**src/rtl/decoder_pkg.sv**
```systemverilog
// rtl/decoder_pkg.sv - shared types and helpers for the registered one-hot decoder
package decoder_pkg;

   typedef enum logic [1:0] {
      IDLE   = 2'd0,
      DIRECT = 2'd1,
      SCAN   = 2'd2
   } state_e;

   // Widest select supported by the onehot helper; callers truncate to their own width.
   localparam int MAX_N = 10;

   function automatic int pow2(input int n);
      return 1 << n;
   endfunction

   function automatic logic [(1 << MAX_N)-1:0] onehot(input logic [MAX_N-1:0] s);
      logic [(1 << MAX_N)-1:0] r;
      r    = '0;
      r[s] = 1'b1;
      return r;
   endfunction

endpackage

```
**src/rtl/decoder_n.sv**
```systemverilog
// rtl/decoder_n.sv - combinational N-to-2^N one-hot decode with enable
module decoder_n
   import decoder_pkg::*;
#(
   parameter int N = 6
) (
   input  logic                 en,
   input  logic [N-1:0]         sel,
   output logic [pow2(N)-1:0]   y
);

   localparam int W = pow2(N);

   always_comb begin
      y = '0;
      if (en) begin
         y = W'(onehot(MAX_N'(sel)));
      end
   end

endmodule

```
**src/rtl/decoder_scan.sv**
```systemverilog
// rtl/decoder_scan.sv - registered one-hot decoder with direct and dwell-timed scan modes
module decoder_scan
   import decoder_pkg::*;
#(
   parameter int N       = 6,
   parameter int DWELL_W = 8
) (
   input  logic                 clk,
   input  logic                 reset,
   input  logic                 en,
   input  logic                 mode,
   input  logic                 sel_valid,
   output logic                 sel_ready,
   input  logic [N-1:0]         sel,
   input  logic [DWELL_W-1:0]   dwell,
   output logic [pow2(N)-1:0]   y,
   output logic [N-1:0]         idx,
   output logic                 wrap,
   output logic                 busy
);

   localparam int W = pow2(N);

   state_e               state;
   state_e               state_n;
   logic [N-1:0]         idx_n;
   logic [DWELL_W-1:0]   cnt;
   logic [DWELL_W-1:0]   cnt_n;
   logic                 wrap_n;
   logic [W-1:0]         y_n;
   logic                 transfer;

   assign sel_ready = en & ~mode;
   assign transfer  = sel_valid & sel_ready;

   always_comb begin
      state_n = state;
      idx_n   = idx;
      cnt_n   = cnt;
      wrap_n  = 1'b0;
      if (!en) begin
         state_n = IDLE;
         cnt_n   = '0;
      end else if (transfer) begin
         state_n = DIRECT;
         idx_n   = sel;
         cnt_n   = '0;
      end else if (mode) begin
         if (state != SCAN) begin
            state_n = SCAN;
            idx_n   = '0;
            cnt_n   = dwell;
         end else if (cnt != '0) begin
            cnt_n = cnt - 1'b1;
         end else begin
            // Dwell is re-sampled only here, so mid-position changes wait for the reload.
            idx_n  = idx + 1'b1;
            cnt_n  = dwell;
            wrap_n = (idx == '1);
         end
      end else if (state == SCAN) begin
         // Leaving scan freezes the current position as a direct select.
         state_n = DIRECT;
         cnt_n   = '0;
      end
   end

   decoder_n #(.N(N)) u_dec (
      .en  (state_n != IDLE),
      .sel (idx_n),
      .y   (y_n)
   );

   always_ff @(posedge clk) begin
      if (reset) begin
         state <= IDLE;
         y     <= '0;
         idx   <= '0;
         cnt   <= '0;
         wrap  <= 1'b0;
         busy  <= 1'b0;
      end else begin
         state <= state_n;
         y     <= y_n;
         idx   <= idx_n;
         cnt   <= cnt_n;
         wrap  <= wrap_n;
         busy  <= (state_n == SCAN);
      end
   end

endmodule

```
**config.mk**
```make
export PLATFORM = sky130hd
export DESIGN_NAME = decoder_scan
export DESIGN_NICKNAME = d
export VERILOG_FILES = /design/src/rtl/decoder_pkg.sv /design/src/rtl/decoder_n.sv /design/src/rtl/decoder_scan.sv
export SDC_FILE = /design/constraint.sdc
export NUM_CORES = 1
export LEC_CHECK = 0
export CAP_MARGIN = 20
export CORE_MARGIN = 5
export CORE_UTILIZATION = 40
export DETAILED_ROUTE_END_ITERATION = 8
export GPL_TIMING_DRIVEN = 0
export HOLD_SLACK_MARGIN = 0.02
export PLACE_DENSITY = 0.7
export REMOVE_ABC_BUFFERS = 1
export SYNTH_ARGS = -nofsm -noshare
export SYNTH_HDL_FRONTEND = slang
export SYNTH_SLANG_ARGS = --single-unit
```
**constraint.sdc**
```tcl
create_clock -name clk -period 5.33 [get_ports clk]
set_input_delay 1.599 -clock clk [delete_from_list [all_inputs] [get_ports clk]]
set_output_delay 1.599 -clock clk [all_outputs]
set_load 0.01 [all_outputs]
```
Yosys cells after proc, flatten, opt, wreduce, memory -nomap -nowiden. Cells that the tools add are included.

Bitwise operators: 5. Equal/unequal tests: 4. $add $sub $neg: 2. Reductions and logical operators: 7. Muxes and demuxes: 16. Order comparisons: 2.

Operators by type and width (number): $mux 8 (4); $mux 6 (5); $lt 6x11->1 const B (1); $mux 2 (5); $reduce_bool 8->1 (1); $sub 8x1->8 const B (1); $add 6x1->6 const B (1); $demux 1 s6 (1); $eq 6x6->1 const B (1); $ge 6x1->1 const B (1); $reduce_or 6->1 (1); $eq 2x2->1 const B (2); $reduce_bool 2->1 (2); $not 1->1 (3); $reduce_or 3->1 (1); $and 1x1->1 (2); $ne 2x2->1 const B (1); $reduce_or 2->1 (1); $logic_and 1x1->1 (1); $mux 1 (1).

Bits in registers: 82. Input bits: 19. Output and inout bits: 73.

Longest topological paths before layout. Gate-level depths: netlist of run 1.

Depth after elaboration: 10. Mapped depth: 11. Gate-level depth less buffers: 8.

Hierarchy. Synthesis of run 1 repeated with hierarchy kept, for this count alone.

Cell total of the unflattened synthesis: 384. Area, all modules: 3432.0 µm².

Modules (own cells, without submodules): decoder_scan (instances 1, cells an instance 289, area each 2954.1 µm²); decoder_n (instances 1, cells an instance 95, area each 478.0 µm²).

Worst setup path before layout of run 1. OpenSTA, ideal clock, no wires.

Path kind: input-to-output. From: in mode. To: out sel_ready. Path buffers: 3. Cell stages on the path: 4. Data required time: 3731 ps. Setup slack: 1239 ps. Arrival time: 2492 ps. Cell sequence: clkbuf_1 clkbuf_1 buf_1 nor2_1.

Word-level cells in the longest chain between the ends: 2.

Ends and longest elaborated chain: start: declaration (line decoder_scan.sv:11) `input logic mode,`; $not 1->1 (no source line); $and 1x1->1 (line decoder_scan.sv:33) `assign sel_ready = en & ~mode;`; end: declaration (line decoder_scan.sv:13) `output logic sel_ready,`.

No other way between the ends.

Final worst setup path of run 1.
From: in en. To: out sel_ready.

Word-level cells in the longest chain between the ends: 1.

Ends and longest elaborated chain: start: declaration (line decoder_scan.sv:10) `input logic en,`; $and 1x1->1 (line decoder_scan.sv:33).

No other way between the ends.

==> results of run 1 <==
## metal layers
metal	global-route usage	wire, microns	vias up
met5	0	0	-
met3	0.03440	431	7
li1	-	-	1314
met1	0.2278	3502	1226
met4	0.07464	123	0
met2	0.2889	3854	88
## layout make-up
type / instances / area (sq um)
clock buffers: 10 / 127.6
clock inverters: 6 / 51.30
fillers: 659 / 3131
inverters: 4 / 15.01
multi-input cells: 224 / 1209
flip-flops and latches: 82 / 1642
well taps: 99 / 123.9
repair buffers: 92 / 915.9
## cell usage after synthesis, drive strengths merged
master,number,share of area
o21ai,12,0.020
a211oi,1,0.0042
or4bb,1,0.0038
nor2,74,0.094
a22o,2,0.0059
nand3,4,0.0068
o311ai,2,0.0059
a21oi,16,0.027
and3,4,0.0085
or2,2,0.0042
or4b,1,0.0047
a211o,1,0.0030
dfxtp,82,0.56
a31o,1,0.0030
buf,5,0.012
nor2b,4,0.0085
nor4b,1,0.0030
or3b,1,0.0038
o41ai,2,0.0059
nor4,2,0.0042
o31a,1,0.0030
nor3,16,0.029
a31oi,2,0.0042
and2,1,0.0021
nand4b,1,0.0030
o311a,2,0.0068
nand3b,2,0.0051
o31ai,5,0.014
a2111oi,1,0.0030
a22oi,4,0.010
clkbuf,12,0.015
o211ai,2,0.0051
xnor2,1,0.0030
nand2,25,0.032
a21o,2,0.0051
or3,3,0.0064
nand2b,4,0.0085
and3b,1,0.0030
inv,4,0.0051
ha,2,0.0085
nand4,16,0.034
a2bb2oi,1,0.0030
or4,1,0.0038
## placed cells by master (no fill, tap or decap), types with 3 or more instances in the layout
master,instances
clkinvlp_4,3
a22oi_1,4
inv_1,4
and3_1,4
nand3_1,4
or3_1,3
nor3_1,15
nand4_1,16
clkbuf_8,9
nor2_1,74
nand2b_1,4
dfxtp_1,82
a21oi_1,16
o31ai_1,4
clkdlybuf4s50_1,91
nor2b_1,4
o21ai_0,12
nand2_1,25
## logic make-up after synthesis
kind of cell               Yosys count  synth area share
adders and majority gates            2          0.008495
and+or+nand+nor                    164            0.2685
DFF                                 82            0.5573
buffers and inverters               21           0.03228
AOI/OAI and AO/OA                   57            0.1304
xor gates and xnor gates             1          0.002974
## worst register-to-register path: stages (launching register included)
cell	delay [ns]
dfxtp_1	0.36
inv_1	0.07
ha_1	0.22
nor4b_1	0.55
nand4_1	0.24
o311ai_1	0.94
nand4_1	0.42
nor2_1	0.18
## worst max path at each step
stage / cells past startpoint / to / start / slack (ns)
global route: 4 / sel_ready / en / 0.22
floorplan: 2 / sel_ready / en / 1.88
finish: 4 / sel_ready / en / 0.33
detailed placement: 7 / y[11] / mode / 0.33
global placement: 4 / sel_ready / en / 0.36
CTS: 4 / sel_ready / en / 0.35
## sequential cells by signal, summed over array words and instances, names as in the netlist
register	flops
busy	1
state	2
cnt	8
wrap	1
y	64
idx	6
## stage by stage
| step | hold WS, ns | utilization | instances |
|---|---|---|---|
| 3_3_place_gp | 0.4701 | 0.5406 | 500 |
| 2_1_floorplan | 0.4580 | - | 310 |
| 6_report | 0.4870 | 0.5661 | 517 |
| 3_5_place_dp | 0.4807 | 0.5406 | 500 |
| 5_1_grt | 0.5135 | 0.5661 | 517 |
| 4_1_cts | 0.4926 | 0.5654 | 516 |
## power by group
group	switching (mW)	internal (mW)	total [mW]
Sequential	0.00646	0.618	0.624
Combinational	0.0568	0.0387	0.0954
Clock	0.231	0.175	0.405
==> key figures, run 1 <==
Floorplan
  – # IOs: 92
  – Die Ht: 95.81 microns
  – Row count: 31
  – Die area: 9180 sq um
  – Initial core utilization: 0.4083
  – Die width: 95.81 microns
  – Core area: 7214 sq um

CTS
  – CTS tree: done
  – # H-tree levels: 3
  – Clock slew at reported path FFs: 0.09 ns
  – Hold Buf Count CTS: 0
  – Number of setup buffers added after CTS: 0
  – Root Driver: clkbuf_8
  – Max clock buf depth: 2
  – CTS sink count: 82
  – CTS resizes: 0
  – Later-pin clock latency in the skew report: 0.35 ns
  – CTS Buf Count: 9

Setup path
  – Critical Path AT: approximately 3.4 ns
  – Worst path bufs/invs: 3
  – FF-to-FF Start: cnt[0]
  – Critical Path End Type: output port
  – R2r worst-path depth: 7
  – CP top delay family: buffers and inverters
  – CP Launch Type: input port
  – CP most frequent cell: clkdlybuf4s50_1
  – CP Class: input port to output port
  – R2R Path End: y[9]
  – Worst EP required: ~3.7 ns
  – R2R setup slack: 2.27 ns
  – CP Max Fanout: 14
  – Worst path slowest cell: clkdlybuf4s50_1
  – CP cell instances: clkdlybuf4s50_1 > inv_1 > nor2_1 > clkdlybuf4s50_1
  – CP max stage delay: 0.77 ns

Placed design
  – Placed Area: ~3900 sq um
  – Port Buffer Count: 91
  – Gpl congestion: 0.8509
  – DPL Wire Length: between 5000 and 6000 microns
  – Place WS: 0.3294 ns

STA
  – Min cycle time layout: 4.999 ns
  – Fmax: 200.0 MHz
  – Layout Skew: 0.01278 ns
  – Setup TNS Final: 0 ns
  – Worst-Margin Slew: 1.060 ns
  – Slew margin rel.: 0.2823
  – RSZ-0062 raised after global routing: false
  – Slew Viols, Final: 0
  – Fin worst setup slack: 0.3311 ns
  – Final worst path period share: 0.9379
  – Final Hold Fails: 0
  – Final setup violation count: 0

Yosys
  – Yosys reg bits: 82
  – Mapped Cells: 327
  – Netlist cell types: 47
  – Synth Warn #: 0
  – Synth Area per Inst: 9.007 sq um
  – Post-synthesis instance area: ~2900 sq um
  – Sequential share of the synthesized area: 0.5573

Layout
  – Layout cells sized above 1: 0.05981
  – Design Area, Final: around 4000 sq um
  – Synth-to-Final Area Change: 38.66%
  – Fin nets: about 430
  – N_diodes: 0

Worst hold path
  – WHS Path Cells: 2
  – Hold worst-path end: cnt[1]
  – Hold Path Class: flip-flop to flip-flop
  – Hold Crit Start: cnt[1]

Detailed routing
  – WL final: 7910 microns
  – Drt wl/cell: 15.30 microns
  – Drt pass-1 iters: 4
  – DRC: 0
  – DRT iter0 DRCs: 145
  – Post-route ant nets: 0
  – Via-to-Cell Ratio: 5.097
  – Vias: around 2.6k

Power and ir drop
  – PwrDens: between 200 and 300 nW/um^2
  – Power, Total: roughly 1.1 mW
  – Pleak: 1.445 nW
  – Worst VDD drop: 0.1265 mV

Run
  – Number of max-cap violations: 0

GRT
  – GRT Util Overall: 0.1769
  – First-pass GRT wire length: 12430 microns
  – Vias in the first global route: around 2.5k
  – Initial antenna violation count: 0
  – Largest net degree at the start of global routing: 28
  – Global route total overflow: 0

Run status
  – Status: completed
(Power assumes the default switching activity.)
==> run 2, diff against run 1 <==
--- a/config.mk
+++ b/config.mk
@@ -8,6 +8,7 @@
 export CAP_MARGIN = 20
 export CORE_MARGIN = 5
 export CORE_UTILIZATION = 40
+export CTS_BUF_LIST = sky130_fd_sc_hd__clkbuf_16
 export DETAILED_ROUTE_END_ITERATION = 8
 export GPL_TIMING_DRIVEN = 0
 export HOLD_SLACK_MARGIN = 0.02
==> key figures, run 2 (synthesis results as in run 1) <==
Run status
  – Status: completed

STA
  – Setup TNS Final: 0 ns (unchanged)
  – Fin worst setup slack: 0.3454 ns (+0.01430 ns)
  – Slew margin rel.: 0.2869 (+0.004579)
  – Final Hold Fails: 0 (unchanged)
  – RSZ-0062 raised after global routing: false
  – Layout Skew: 0.008107 ns (-0.004675 ns)
  – Worst-Margin Slew: 1.058 ns (-0.001302 ns)
  – Fmax: 200.6 MHz (+0.29%)
  – Min cycle time layout: 4.985 ns (-0.01429 ns)
  – Slew Viols, Final: 0 (unchanged)
  – Final worst path period share: 0.9352 (-0.002682)
  – Final setup violation count: 0 (unchanged)

CTS
  – Later-pin clock latency in the skew report: 0.34 ns (about the same)
  – CTS resizes: 0 (unchanged)
  – Clock slew at reported path FFs: 0.06 ns (-0.03 ns)
  – Hold Buf Count CTS: 0 (unchanged)
  – CTS Buf Count: 9 (unchanged)
  – Number of setup buffers added after CTS: 0 (unchanged)
  – Root Driver: clkbuf_16
  – Max clock buf depth: 2 (unchanged)
  – CTS sink count: 82 (unchanged)
  – # H-tree levels: 3 (unchanged)
  – CTS tree: done

Floorplan
  – Row count: 31 (unchanged)
  – # IOs: 92 (unchanged)
  – Die width: 95.81 microns (unchanged)
  – Initial core utilization: 0.4083 (unchanged)
  – Die area: 9180 sq um (unchanged)
  – Core area: 7214 sq um (unchanged)
  – Die Ht: 95.81 microns (unchanged)

Setup path
  – CP Class: input port to output port
  – Worst EP required: 3.73 ns (about the same)
  – CP Max Fanout: 14 (unchanged)
  – Critical Path End Type: output port
  – Critical Path AT: 3.39 ns (about the same)
  – CP Launch Type: input port

Detailed routing
  – Vias: 2663 (+1.1%)
  – Via-to-Cell Ratio: 5.151 (+1.1%)
  – DRT iter0 DRCs: 156 (+7.6%)
  – Drt wl/cell: 15.66 microns (+2.3%)
  – Uppermost layer routed: met4
  – Met1 WL: 3655 microns (+4.4%)
  – WL final: 8094 microns (+2.3%)
  – Routed wl met2: 3942 microns (+2.3%)
  – Drt pass-1 iters: 4 (unchanged)
  – Post-route ant nets: 0 (unchanged)
  – DRC: 0 (unchanged)
  – Met3 wire length: 380 microns (-12%)

Power and ir drop
  – Pleak: 1.498 nW (+3.7%)
  – PwrDens: 310.2 nW/um^2 (+13%)
  – Worst VDD drop: 0.1832 mV (+45%)

Layout
  – Area occupied by multi-input gates: 1209 sq um (unchanged)
  – Most frequent cells in the layout: clkdlybuf4s50_1 (91), dfxtp_1 (82), nor2_1 (74)
  – Fill cells: 650 (-1.4%)
  – FF+latch area: 1642 sq um (unchanged)
  – Fin nets: 434 (unchanged)
  – N_diodes: 0 (unchanged)
  – Largest register FFs: 64 (unchanged)
  – Layout cells sized above 1: 0.05981 (unchanged)
  – Synth-to-Final Area Change: 42.10%
  – Top reg by flops: y
  – Largest registers: y x64, cnt x8, idx x6
  – Leading cell type in the layout, fill and taps excluded: clkdlybuf4s50_1

Run
  – Number of max-cap violations: 0 (unchanged)

Worst hold path
  – Hold Path Class: flip-flop to flip-flop

Placed design
  – Gpl congestion: 0.8509 (unchanged)
  – Port Buffer Count: 91 (unchanged)
  – Place WS: 0.3294 ns (unchanged)
  – DPL Wire Length: 5782 microns (unchanged)

GRT
  – Initial antenna violation count: 0 (unchanged)
  – Global route total overflow: 0 (unchanged)
  – Largest net degree at the start of global routing: 28 (unchanged)
  – GRT Util Overall: 0.1825 (+0.005599)
  – First-pass GRT wire length: 12820 microns (+3.1%)
  – Vias in the first global route: 2541 (+1.3%)
run 2: power by group:
| part | leakage [nW] | internal, mW | switching (mW) |
|---|---|---|---|
| Sequential | 0.662 | 0.618 | 0.00646 |
| Combinational | 0.705 | 0.0388 | 0.0572 |
| Clock | 0.131 | 0.319 | 0.258 |
| Total | 1.50 | 0.976 | 0.322 |
run 2: area by class of cell:
class	count	share of cell area
repair buffers	92	0.2188
clock buffers	9	0.05381
flip-flops and latches	82	0.3922
inverters	4	0.003587
clock inverters	7	0.01315
well taps	99	0.02960
multi-input cells	224	0.2888
run 2: worst paths after layout:
path               start   endpoint  slack [ns]  cells past startpoint
setup / recovery      en  sel_ready        0.35                      4
hold / removal    cnt[1]     cnt[1]        0.49                      2
setup reg to reg  cnt[0]      y[28]        2.32                      8
hold reg to reg   cnt[1]     cnt[1]        0.49                      2
run 2: critical path, cell delays in order:
cell	delay [ns]
clkdlybuf4s50_1	0.76
inv_1	0.28
nor2_1	0.17
clkdlybuf4s50_1	0.57
run 2: layer usage:
layer / vias up / global-route usage
li1: 1323 / -
met1: 1250 / 0.2371
met2: 79 / 0.2970
met3: 11 / 0.03206
met4: 0 / 0.07938
met5: - / 0
run 2: metrics by stage:
step | power [mW] | instances | util | hold slack [ns] | area (sq um)
after global routing | 1.340 | 517 | 0.5801 | 0.5095 | 4185
after detailed placement | 0.7323 | 500 | 0.5406 | 0.4807 | 3900
after global placement | 0.7311 | 500 | 0.5406 | 0.4701 | 3900
final | 1.298 | 517 | 0.5801 | 0.4911 | 4185
after floorplan | 0.6902 | 310 | - | 0.4580 | 2865
after CTS | 1.301 | 516 | 0.5794 | 0.4890 | 4180
==> run 3, diff against run 2 <==
--- a/config.mk
+++ b/config.mk
@@ -5,6 +5,7 @@
 export SDC_FILE = /design/constraint.sdc
 export NUM_CORES = 1
 export LEC_CHECK = 0
+export ABC_CLOCK_PERIOD_IN_PS = 5330
 export CAP_MARGIN = 20
 export CORE_MARGIN = 5
 export CORE_UTILIZATION = 40
==> results of run 3 <==
The final DEF is identical to that of run 2; final timing and power are the same.
